$ cat config.mk
export PLATFORM = sky130hd
export DESIGN_NAME = shape_processor_ctrl_driver_flat
export DESIGN_NICKNAME = d
export VERILOG_FILES = /design/src/rtl/shape_processor_ctrl_driver.sv /design/src/rtl/shape_processor_ctrl_driver_if.sv /design/src/flat_wrapper.sv
export SDC_FILE = /design/constraint.sdc
export NUM_CORES = 1
export LEC_CHECK = 0
export CAP_MARGIN = 20
export CORE_MARGIN = 3
export CORE_UTILIZATION = 44
export CTS_CLUSTER_DIAMETER = 30
export DETAILED_ROUTE_END_ITERATION = 7
export PLACE_DENSITY = 0.87
export SLEW_MARGIN = 30
export SYNTH_ARGS = -nofsm -noshare
export SYNTH_HDL_FRONTEND = slang
export SYNTH_SLANG_ARGS = --single-unit
export TNS_END_PERCENT = 1
$ cat constraint.sdc
create_clock -name clk -period 2 [get_ports clk]
set_input_delay 0.4 -clock clk [delete_from_list [all_inputs] [get_ports clk]]
set_output_delay 0.4 -clock clk [all_outputs]
set_load 0.1 [all_outputs]
$ cat src/rtl/shape_processor_ctrl_driver.sv
// CTRL SFR driver: writes one (shape, operation) request, reads it back, and
// checks the read-back against a shadow of the SFR.
package shape_processor_modeling;
    typedef enum logic [2:0] {
        CIRCLE     = 3'd0,
        RECTANGLE  = 3'd1,
        TRIANGLE   = 3'd2,
        KEEP_SHAPE = 3'd7
    } shape_e;

    typedef enum logic [2:0] {
        AREA           = 3'd0,
        PERIMETER      = 3'd1,
        IS_SQUARE      = 3'd2,
        IS_EQUILATERAL = 3'd3,
        KEEP_OPERATION = 3'd7
    } operation_e;

    localparam int SHAPE_W   = $bits(shape_e);
    localparam int OP_W      = $bits(operation_e);
    localparam int SHAPE_LSB = 0;
    localparam int OP_LSB    = 4;

    typedef struct packed {
        logic [32-OP_W-1-SHAPE_W-1:0] rsvd_hi;
        logic [OP_W-1:0]              operation;
        logic                         rsvd_lo;
        logic [SHAPE_W-1:0]           shape;
    } ctrl_sfr_reg;

    function automatic logic is_reserved_shape(logic [SHAPE_W-1:0] s);
        case (s)
            CIRCLE, RECTANGLE, TRIANGLE, KEEP_SHAPE: return 1'b0;
            default:                                 return 1'b1;
        endcase
    endfunction

    function automatic logic is_reserved_operation(logic [OP_W-1:0] o);
        case (o)
            AREA, PERIMETER, IS_SQUARE, IS_EQUILATERAL, KEEP_OPERATION: return 1'b0;
            default:                                                   return 1'b1;
        endcase
    endfunction

    function automatic logic is_legal_combination(logic [SHAPE_W-1:0] s, logic [OP_W-1:0] o);
        case (o)
            AREA, PERIMETER: return (s == CIRCLE) || (s == RECTANGLE) || (s == TRIANGLE);
            IS_SQUARE:       return s == RECTANGLE;
            IS_EQUILATERAL:  return s == TRIANGLE;
            default:         return 1'b0;
        endcase
    endfunction
endpackage

module shape_processor_ctrl_driver
    import shape_processor_modeling::*;
#(
    parameter int READ_GAP     = 0,
    parameter bit SEND_ILLEGAL = 1'b1
) (
    input  logic                          clk,
    input  logic                          rst_n,
    shape_processor_ctrl_driver_if.master bus,
    input  logic                          req_valid,
    output logic                          req_ready,
    input  logic [SHAPE_W-1:0]            req_shape,
    input  logic [OP_W-1:0]               req_operation,
    output logic                          rsp_valid,
    input  logic                          rsp_ready,
    output logic                          rsp_accepted,
    output logic                          rsp_mismatch,
    output logic [SHAPE_W-1:0]            rsp_shape,
    output logic [OP_W-1:0]               rsp_operation
);
    typedef enum logic [2:0] {S_INIT, S_IDLE, S_WRITE, S_GAP, S_READ, S_RESP} state_e;

    localparam logic [3:0] GAP_LOAD = 4'((READ_GAP > 0) ? READ_GAP - 1 : 0);

    state_e             state_q;
    logic               write_q, read_q, req_ready_q, rsp_valid_q;
    logic               rsp_accepted_q, rsp_mismatch_q, legal_q;
    ctrl_sfr_reg        write_data_q;
    logic [3:0]         gap_cnt_q;
    logic [SHAPE_W-1:0] shadow_shape_q, exp_shape_q, rsp_shape_q;
    logic [OP_W-1:0]    shadow_op_q, exp_op_q, rsp_op_q;

    logic [SHAPE_W-1:0] eff_shape_d, rd_shape;
    logic [OP_W-1:0]    eff_op_d, rd_op;
    logic               legal_d;
    ctrl_sfr_reg        write_data_d;

    assign rd_shape = bus.read_data[SHAPE_LSB +: SHAPE_W];
    assign rd_op    = bus.read_data[OP_LSB +: OP_W];

    // KEEP_* codes resolve against the shadow, but the raw codes go on the bus.
    always_comb begin
        eff_shape_d = (req_shape == KEEP_SHAPE) ? shadow_shape_q : req_shape;
        eff_op_d    = (req_operation == KEEP_OPERATION) ? shadow_op_q : req_operation;
        legal_d     = !is_reserved_shape(req_shape) && !is_reserved_operation(req_operation)
                      && is_legal_combination(eff_shape_d, eff_op_d);
        write_data_d           = '0;
        write_data_d.shape     = req_shape;
        write_data_d.operation = req_operation;
    end

    always_ff @(posedge clk or negedge rst_n) begin
        if (!rst_n) begin
            state_q        <= S_INIT;
            write_q        <= 1'b0;
            read_q         <= 1'b0;
            req_ready_q    <= 1'b0;
            rsp_valid_q    <= 1'b0;
            rsp_accepted_q <= 1'b0;
            rsp_mismatch_q <= 1'b0;
            legal_q        <= 1'b0;
            write_data_q   <= '0;
            gap_cnt_q      <= '0;
            shadow_shape_q <= '0;
            shadow_op_q    <= '0;
            exp_shape_q    <= '0;
            exp_op_q       <= '0;
            rsp_shape_q    <= '0;
            rsp_op_q       <= '0;
        end else begin
            case (state_q)
                S_INIT: begin
                    if (!read_q) begin
                        read_q <= 1'b1;
                    end else begin
                        read_q         <= 1'b0;
                        shadow_shape_q <= rd_shape;
                        shadow_op_q    <= rd_op;
                        req_ready_q    <= 1'b1;
                        state_q        <= S_IDLE;
                    end
                end
                S_IDLE: begin
                    if (req_valid && req_ready_q) begin
                        req_ready_q <= 1'b0;
                        legal_q     <= legal_d;
                        exp_shape_q <= legal_d ? eff_shape_d : shadow_shape_q;
                        exp_op_q    <= legal_d ? eff_op_d : shadow_op_q;
                        if (legal_d || SEND_ILLEGAL) begin
                            write_q      <= 1'b1;
                            write_data_q <= write_data_d;
                            state_q      <= S_WRITE;
                        end else if (READ_GAP > 0) begin
                            gap_cnt_q <= GAP_LOAD;
                            state_q   <= S_GAP;
                        end else begin
                            read_q  <= 1'b1;
                            state_q <= S_READ;
                        end
                    end
                end
                S_WRITE: begin
                    write_q <= 1'b0;
                    if (READ_GAP > 0) begin
                        gap_cnt_q <= GAP_LOAD;
                        state_q   <= S_GAP;
                    end else begin
                        read_q  <= 1'b1;
                        state_q <= S_READ;
                    end
                end
                S_GAP: begin
                    if (gap_cnt_q == 4'd0) begin
                        read_q  <= 1'b1;
                        state_q <= S_READ;
                    end else begin
                        gap_cnt_q <= gap_cnt_q - 4'd1;
                    end
                end
                S_READ: begin
                    // Shadow follows the bus, not the expectation, so one bad read is not sticky.
                    read_q         <= 1'b0;
                    rsp_shape_q    <= rd_shape;
                    rsp_op_q       <= rd_op;
                    rsp_mismatch_q <= (rd_shape != exp_shape_q) || (rd_op != exp_op_q);
                    rsp_accepted_q <= legal_q;
                    shadow_shape_q <= rd_shape;
                    shadow_op_q    <= rd_op;
                    rsp_valid_q    <= 1'b1;
                    state_q        <= S_RESP;
                end
                S_RESP: begin
                    if (rsp_ready) begin
                        rsp_valid_q <= 1'b0;
                        req_ready_q <= 1'b1;
                        state_q     <= S_IDLE;
                    end
                end
                default: state_q <= S_INIT;
            endcase
        end
    end

    assign bus.write      = write_q;
    assign bus.write_data = write_data_q;
    assign bus.read       = read_q;
    assign req_ready      = req_ready_q;
    assign rsp_valid      = rsp_valid_q;
    assign rsp_accepted   = rsp_accepted_q;
    assign rsp_mismatch   = rsp_mismatch_q;
    assign rsp_shape      = rsp_shape_q;
    assign rsp_operation  = rsp_op_q;
endmodule

$ cat src/rtl/shape_processor_ctrl_driver_if.sv
// CTRL SFR bus between the ctrl driver (master) and the shape processor (slave).
// read_data is valid in the same cycle that read is high.
interface shape_processor_ctrl_driver_if;
    logic        write;
    logic [31:0] write_data;
    logic        read;
    logic [31:0] read_data;

    modport master (output write, output write_data, output read, input read_data);
    modport slave  (input write, input write_data, input read, output read_data);
endinterface

$ cat src/flat_wrapper.sv
// flat-port wrapper written by rule: the top's interface ports become plain ports
module shape_processor_ctrl_driver_flat import shape_processor_modeling::*;
#(
    parameter int READ_GAP     = 0,
    parameter bit SEND_ILLEGAL = 1'b1
)
  (clk, rst_n, req_valid, req_ready, req_shape, req_operation, rsp_valid, rsp_ready, rsp_accepted, rsp_mismatch, rsp_shape, rsp_operation, bus_write, bus_write_data, bus_read, bus_read_data);
  shape_processor_ctrl_driver_if bus_i ();
  input  logic clk;
  input  logic rst_n;
  input  logic req_valid;
  output logic req_ready;
  input  logic [SHAPE_W-1:0] req_shape;
  input  logic [OP_W-1:0] req_operation;
  output logic rsp_valid;
  input  logic rsp_ready;
  output logic rsp_accepted;
  output logic rsp_mismatch;
  output logic [SHAPE_W-1:0] rsp_shape;
  output logic [OP_W-1:0] rsp_operation;
  output wire logic [$bits(bus_i.write)-1:0] bus_write;
  output wire logic [$bits(bus_i.write_data)-1:0] bus_write_data;
  output wire logic [$bits(bus_i.read)-1:0] bus_read;
  input wire logic [$bits(bus_i.read_data)-1:0] bus_read_data;
  assign bus_write = bus_i.write;
  assign bus_write_data = bus_i.write_data;
  assign bus_read = bus_i.read;
  assign bus_i.read_data = bus_read_data;
  shape_processor_ctrl_driver #(.READ_GAP(READ_GAP), .SEND_ILLEGAL(SEND_ILLEGAL)) u_core (.clk(clk), .rst_n(rst_n), .bus(bus_i), .req_valid(req_valid), .req_ready(req_ready), .req_shape(req_shape), .req_operation(req_operation), .rsp_valid(rsp_valid), .rsp_ready(rsp_ready), .rsp_accepted(rsp_accepted), .rsp_mismatch(rsp_mismatch), .rsp_shape(rsp_shape), .rsp_operation(rsp_operation));
endmodule
==> Word-level counts from Yosys, hierarchy flattened <==
Index checks and enable logic that the tools add are counted.
{ "classes": {"n_addsub": 1, "eq_ne": 23, "n_mux": 25, "bitwise": 1, "n_reduce_logical": 28} }
{ "ops": {"columns": ["op", "count"], "rows": [
  ["two-way mux 3 bit", 10],
  ["equality test 3 x 2 -> 1 bit (second input constant)", 8],
  ["case mux 3 bit (6 select lines)", 1],
  ["equality test 3 x 1 -> 1 bit (second input constant)", 5],
  ["logical NOT 3 bit", 5],
  ["equality test 3 bit (second input constant)", 4],
  ["case mux 3 bit (2 select lines)", 2],
  ["AND reduction 2 bit", 6],
  ["AND reduction 4 bit", 2],
  ["two-way mux 1 bit", 7],
  ["inequality test 2 x 1 -> 1 bit (second input constant)", 3],
  ["inequality test 3 bit", 2],
  ["case mux 1 bit (3 select lines)", 2],
  ["nonzero test 2 bit", 3],
  ["OR reduction 5 bit", 1],
  ["logical NOT 4 bit", 1],
  ["case mux 1 bit (2 select lines)", 2],
  ["case mux 1 bit (4 select lines)", 1],
  ["nonzero test 4 bit", 1],
  ["OR reduction 4 bit", 1],
  ["subtractor 4 x 1 -> 4 bit (second input constant)", 1],
  ["logical AND 1 bit", 3],
  ["logical OR 1 bit", 3],
  ["nonzero test 3 bit", 1],
  ["other kinds (3)", 3]
]} }
{ "word_totals": {"ff_bits": 38, "input_bits": 42, "out_inout_bits": 44, "elab_cells": 95} }

==> Longest topological paths before layout <==
{ "depth": {"ltp_word": 8, "depth_mapped": 6, "ltp_nobuf": 5} }

==> Least setup slack after synthesis <==
Ideal clock, no wire load.
{ "synth_timing": {"path_kind": "register to register", "start": "reg u_core.req_ready_q (netlist: u_core.req_ready)", "end": "reg u_core.exp_shape_q[0]", "setup_ns": 0.087, "arrival_time_ns": 1.892, "required_time_ns": 1.913, "slack_ns": 0.021, "stages_incl_launch_ff": 6, "path_buffers": 1, "synth_period_minus_slack_ns": 1.979, "path_cell_list": "dfrtp_1 > nand3b_1 > nor3_2 > buf_4 > o2111ai_1 > o211ai_1"} }
{ "synth_between": {"elab_chain_cells": 2} }
{ "synth_lines": {"columns": ["element", "line_no", "source"], "rows": [
  ["start: declaration", "shape_processor_ctrl_driver.sv:80", "logic write_q, read_q, req_ready_q, rsp_valid_q;"],
  ["start signal: assignment", "shape_processor_ctrl_driver.sv:111", "req_ready_q <= 1'b0;"],
  ["start signal: assignment", "shape_processor_ctrl_driver.sv:133", "req_ready_q <= 1'b1;"],
  ["start signal: assignment", "shape_processor_ctrl_driver.sv:139", "req_ready_q <= 1'b0;"],
  ["logical AND 1 bit", "shape_processor_ctrl_driver.sv:138", "if (req_valid && req_ready_q) begin"],
  ["AND reduction 2 bit (no line)", null, null],
  ["end signal: assignment", "shape_processor_ctrl_driver.sv:141", "exp_shape_q <= legal_d ? eff_shape_d : shadow_shape_q;"],
  ["end: declaration", "shape_processor_ctrl_driver.sv:84", "logic [SHAPE_W-1:0] shadow_shape_q, exp_shape_q, rsp_shape_q;"]
]} }
No other way between the ends.
A chain may end at the register's enable or synchronous reset.

==> Worst setup path in the final report <==
{ "layout_timing": {"start": "in req_shape[2]", "end": "reg u_core.exp_shape_q[1]"} }
{ "layout_between": {"elab_chain_cells": 8, "elab_cells_between_ends": 15, "classes_between": "eq/ne (5); mux (3); reduce/logical (7)"} }
{ "layout_lines": {"columns": ["element", "line_no", "source"], "rows": [
  ["start: declaration", "flat_wrapper.sv:13", "input logic [SHAPE_W-1:0] req_shape;"],
  ["equality test 3 bit", "shape_processor_ctrl_driver.sv:32, shape_processor_ctrl_driver.sv:97", null],
  ["two-way mux 3 bit", "shape_processor_ctrl_driver.sv:97", "eff_shape_d = (req_shape == KEEP_SHAPE) ? shadow_shape_q : req_shape;"],
  ["equality test 3 x 1 -> 1 bit / logical NOT 3 bit (equally long branches)", "shape_processor_ctrl_driver.sv:47, shape_processor_ctrl_driver.sv:48", null],
  ["logical OR 1 bit (2 in series)", "shape_processor_ctrl_driver.sv:47", "AREA, PERIMETER: return (s == CIRCLE) || (s == RECTANGLE) || (s == TRIANGLE);"],
  ["case mux 1 bit (3 select lines)", "shape_processor_ctrl_driver.sv:46", "case (o)"],
  ["logical AND 1 bit", "shape_processor_ctrl_driver.sv:100", "&& is_legal_combination(eff_shape_d, eff_op_d);"],
  ["two-way mux 3 bit *", "shape_processor_ctrl_driver.sv:141", null]
]} }
Every way passes the cells marked *; elsewhere a longest branch is shown, timed or not.

==> reports/qor.txt <==
Synth top area cells - dfrtp_1 (44%), buf_4 (9.7%), nand2_1 (6.8%)
CTS sink cnt - 38
Arr. time, crit path - 2.07 ns
Vias in the first global route - 1,724
Input/output buffers - 33
Share of cells above drive strength 1 - 0.254
CP startpoint - req_shape[2]
Die Span X - 76.0 um
Reg-to-reg startpoint - u_core.shadow_shape_q[2]
Reg2Reg Setup Slack - 0.32 ns
Clock transition at path regs - 0.07 ns
Met1 GRT Util - 0.202
Async S/R FF share, synth - 1.00
Post-synth EDFFs - 0
Final count of hold timing violations - 0
Clock Tree Root - clkbuf_8
Via/cell ratio - 5.20
Top FF cell, synth - dfrtp_1
Via count - 1,751
Drt total wl - 4860 um
Total track usage - 0.171
Worst Clk Skew - 0.00570 ns
Commonest cells after routing, fill and taps aside - nand2_1 (39), dfrtp_1 (38), buf_4 (36)
Number of H-tree levels - 2
Initial antenna violation count - 0
Commonest non-fill, non-tap cell in the layout - nand2_1
Std cell rows - 24
Routing usage on met2 - 0.289
Critical setup path kind - input pin to register
Wirelength per Cell - 14.4 um
Routing usage on met3 - 0.0449
Fin crit share - 0.954
Post-CTS Hold Buffers - 0
Yosys cell types - 47
# fillers - 388
Largest net degree at the start of global routing - 21
Post-Syn Instances - 222
Yosys Warn Count - 0
Floorplan core area - 4530 sq um
Yosys top cell by area - dfrtp_1
Setup violations, final - 0
CP Max Fanout - 5
N_diodes - 0
Cell area power density - 1810 nW/um^2
VDD IR max - 0.00115 V
Post-CTS resize count - 0
Leakage - 1.23 nW
CTS tree - yes
Worst min-delay path category - input pin to asynchronous set/reset pin
Drt pass-1 iters - 5
Slew Limit Fails - 0
CTS Buf Count - 5
Synth Area per Inst - 9.72 sq um
I/O Pins - 86
Worst Max-Slew Pin Slew - 0.528 ns
Final hold slack - 0.0407 ns
CP required - 2.16 ns
Final ANT Viol Nets - 0
Worst setup EP type - register
Hpwl dp - 3530 um
Syn-to-layout area delta - 23.9%
Synth top area share - 0.441
Crit start category - input pin
Max Cap Violations - 0
Tmin final - 1.91 ns
Die area - 5780 sq um
Placer Congestion - 0.886
Residual DRC - 0
Drt initial violations - 164
Cell Area, Synth - 2160 sq um
Synth Register Bits - 38
Final Util - 0.590
Worst relative slew slack - 0.648
First-pass GRT wire length - 7980 um
Nets - 315
Post-CTS setup buffer count - 0
CTS max path bufs - 2
Fmax - 524 MHz
Grt ovf - 0
Die height - 76.0 um
GRT busiest layer - met2
Seq/Total Area, Yosys - 0.441
Status - complete, no violations
Clock latency on the worst-skew pair - 0.29 ns
Initial Utilization - 0.476
## metal layers
metal	vias to the layer above	part of all wire	routed length, um
met1	852	0.41	1990
li1	815	-	-
met4	0	0.031	153
met2	67	0.50	2430
met5	-	0	0
met3	17	0.058	283
## flip-flops by register name, indices dropped and copies added (netlist names)
| signal | flops |
|---|---|
| u_core.bus.read | 1 |
| u_core.exp_shape_q | 3 |
| u_core.shadow_shape_q | 3 |
| u_core.legal_q | 1 |
| u_core.rsp_valid | 1 |
| u_core.state_q | 3 |
| u_core.rsp_shape | 3 |
| u_core.req_ready | 1 |
| u_core.bus.write | 1 |
| u_core.rsp_accepted | 1 |
| u_core.shadow_op_q | 3 |
| u_core.gap_cnt_q | 4 |
| u_core.rsp_mismatch | 1 |
| u_core.bus.write_data | 6 |
| u_core.exp_op_q | 3 |
| u_core.rsp_operation | 3 |
## synth_stat cells (5+ instances only)
library cell / count
a21oi_1: 6
buf_2: 5
buf_4: 28
dfrtp_1: 38
inv_1: 6
mux2_2: 11
nand2_1: 39
nand3b_1: 6
nor2_1: 9
o21ai_0: 12
xnor2_1: 7
## metrics by stage
stage	power, mW	setup slack (ns)	TNS, ns	instances	instance area, sq um
final	4.84	0.0928	0	337	2680
after global routing	5.07	-0.0146	-0.0146	337	2680
after detailed placement	4.18	-0.160	-0.595	328	2550
after global placement	4.11	-0.163	-0.572	328	2550
after floorplan	3.56	0.0212	0	247	2250
after CTS	4.86	0.149	0	335	2660
## area by class of cell
cell class	instances	area (sq um)	share of cell area
Clock buffer	6	82.6	0.0309
Clock inverter	1	30.0	0.0112
Inverter	6	22.5	0.00842
Multi-Input combinational cell	167	1030	0.386
Sequential cell	38	951	0.355
Tap cell	65	81.3	0.0304
Timing Repair Buffer	54	475	0.178
## where the power goes
part | switching (mW) | internal, mW | leakage [nW]
Sequential | 0.297 | 1.09 | 0.464
Combinational | 1.99 | 0.800 | 0.704
Clock | 0.269 | 0.399 | 0.0573
## kinds of logic after synthesis
family	count (synthesis)	share of synthesized area
AO/OA/AOI/OAI	45	0.148
XOR/XNOR	9	0.0365
adder cells (fa/ha/maj)	1	0.00580
buffers and inverters	42	0.125
flip-flops	38	0.441
multiplexers	12	0.0643
other	1	0.00174
AND/OR/NAND/NOR	74	0.178
## critical path, stage by stage
cell and delay (ns):
clkdlybuf4s50_1 0.49, buf_4 0.13, nand4b_1 0.16, a222oi_1 0.39
buf_4 0.19, o31a_2 0.19, o211ai_1 0.12
## final timing paths
kind / cells after the start / to
max in group asynchronous: 2 / u_core.bus.write_data[6]
min in group clk: 1 / u_core.rsp_valid
min reg2reg: 1 / u_core.rsp_valid
max: 7 / u_core.exp_shape_q[1]
min: 1 / u_core.bus.write
max reg2reg: 5 / u_core.exp_shape_q[1]
Note: power is estimated with default switching activity, not from simulation.
==> edit: new RTL, same settings <==
The package constant `OP_LSB` goes from 4 to 2.
--- a/src/rtl/shape_processor_ctrl_driver.sv
+++ b/src/rtl/shape_processor_ctrl_driver.sv
@@ -19,7 +19,7 @@
     localparam int SHAPE_W   = $bits(shape_e);
     localparam int OP_W      = $bits(operation_e);
     localparam int SHAPE_LSB = 0;
-    localparam int OP_LSB    = 4;
+    localparam int OP_LSB    = 2;
 
     typedef struct packed {
         logic [32-OP_W-1-SHAPE_W-1:0] rsvd_hi;
Function: changed (a bounded check fails within 10 cycles, from zero or initial values and one cycle with rst_n low).
==> edit against the unedited design <==
  * Design area down 10%
  * Die area fell by 8.9%
  * Count of clock-buffer cells in the layout grew 2
  * Sequential cell count is 2 lower
  * Critical path type unchanged
  * Wire length shrank 18%
  * Area after synthesis is 9.7% lower
  * Sequential share of layout area up 2.1 points
  * Critical path depth decreased by 1
  * Total power is 6.1% lower
  * Synthesized cell count shrank 9.0%
  * Setup slack better by 0.087 ns
==> edit: results (changes against the unedited design) <==
| Metric | Value |
|---|---|
| First DRT Iteration DRCs | 105 (-36%) |
| Crit path DAT | 2.04 ns (-0.03 ns) |
| Clock Skew | 0.00479 ns (-0.000900 ns) |
| M1 WL | 1.76 mm (-12%) |
| First-pass GRT wire length | 6.49 mm (-19%) |
| Seq/total area | 37.7% (+2.1 points) |
| Leakage | 1.15 nW (-6.0%) |
| Seq/Total Area, Yosys | 46.2% (+2.2 points) |
| Setup Slack @ Placement | -0.152 ns (+0.00821 ns) |
| PortBufs | 32 (-3.0%) |
| Seq pwr | 1.28 mW (-8%) |
| Met2 wire length | 1.91 mm (-21%) |
| Total track usage | 16.1% (-1.0 points) |
| Mapped Area | 1950 um2 (-9.7%) |
| Buffering overhead | 18.3% (+0.57 points) |
| Fin util | 57.9% (-1.1 points) |
| Post-route setup slack | 0.179 ns (+0.0865 ns) |
| CP max FO | 4 (-1) |
| Crit. Startpoint | req_shape[0] |
| Post-Place Cell Area | 2310 um2 (-9.5%) |
| Syn Area/Cell | 9.65 um2 (-0.74%) |
| CP top delay family | compound AO/OA/AOI/OAI gates |
| Multi-input gates | 153 (-8.4%) |
| Ratio of cells with drive above 1 in the final layout | 24.9% (-0.47 points) |
| DP HPWL | 3.02 mm (-14%) |
| Maximum VDD drop | 1.16 mV (+0.73%) |
| Top cells by area, synth | dfrtp_1 (46%), buf_4 (10%), nand2_1 (7.1%) |
| Critical path endpoint | u_core.exp_shape_q[0] |
| Placed cell count | 295 (-10%) |
| Hold Path Class | input pin to flop |
| Multi-input combinational area share | 37.0% (-1.6 points) |
| Vias in the first global route | 1,428 (-17%) |
| M1 GR Usage | 20.3% (+0.090 points) |
| Clk tree area frac | 3.75% (-0.46 points) |
| Detailed-route via count | 1,511 (-14%) |
| Largest net degree at the start of global routing | 37 (+76%) |
| Pre-Repair DR Iteration Count | 4 (-1) |
| Outcome | finished clean |
| Met2 GRT Util | 25.9% (-3.0 points) |
| Clock buffers | 8 (+2) |
| Sequential cell count | 36 (-5.3%) |
| WL/cell | 13.2 um (-8.4%) |
| Number of non-clock buffers | 52 (-3.7%) |
| P_sw | 2.45 mW (-3.9%) |
| Routed WL | 4.00 mm (-18%) |
| RePlAce Congestion | 0.890 (+0.39%) |
| Met3 usage | 4.71% (+0.22 points) |
edit: metrics by stage:
step                total power, mW  setup TNS, ns
global route                   4.77              0
CTS                            4.56              0
floorplan                      3.43              0
detailed placement             4.03         -0.650
global placement               3.96         -0.490
finish                         4.54              0
edit: cells by family (layout without fill, tap and decap cells):
| kind of cell | Yosys count | in the layout | synth area share (%) |
|---|---|---|---|
| buffers and inverters | 38 | 64 | 13.5 |
| AND/OR/NAND/NOR | 72 | 72 | 18.0 |
| adder cells (fa/ha/maj) | 1 | 1 | 0.642 |
| other | 1 | 26 | 0.192 |
| XOR/XNOR | 7 | 7 | 3.15 |
| flip-flops | 36 | 36 | 46.2 |
| AO/OA/AOI/OAI | 35 | 35 | 11.4 |
| multiplexers | 12 | 12 | 6.93 |
edit: worst register-to-register path: cells and delay by family (launching register included):
kind | cells | cell delay (ns)
AND/OR/NAND/NOR | 2 | 0.61
AO/OA/AOI/OAI | 3 | 0.56
flip-flops | 1 | 0.43
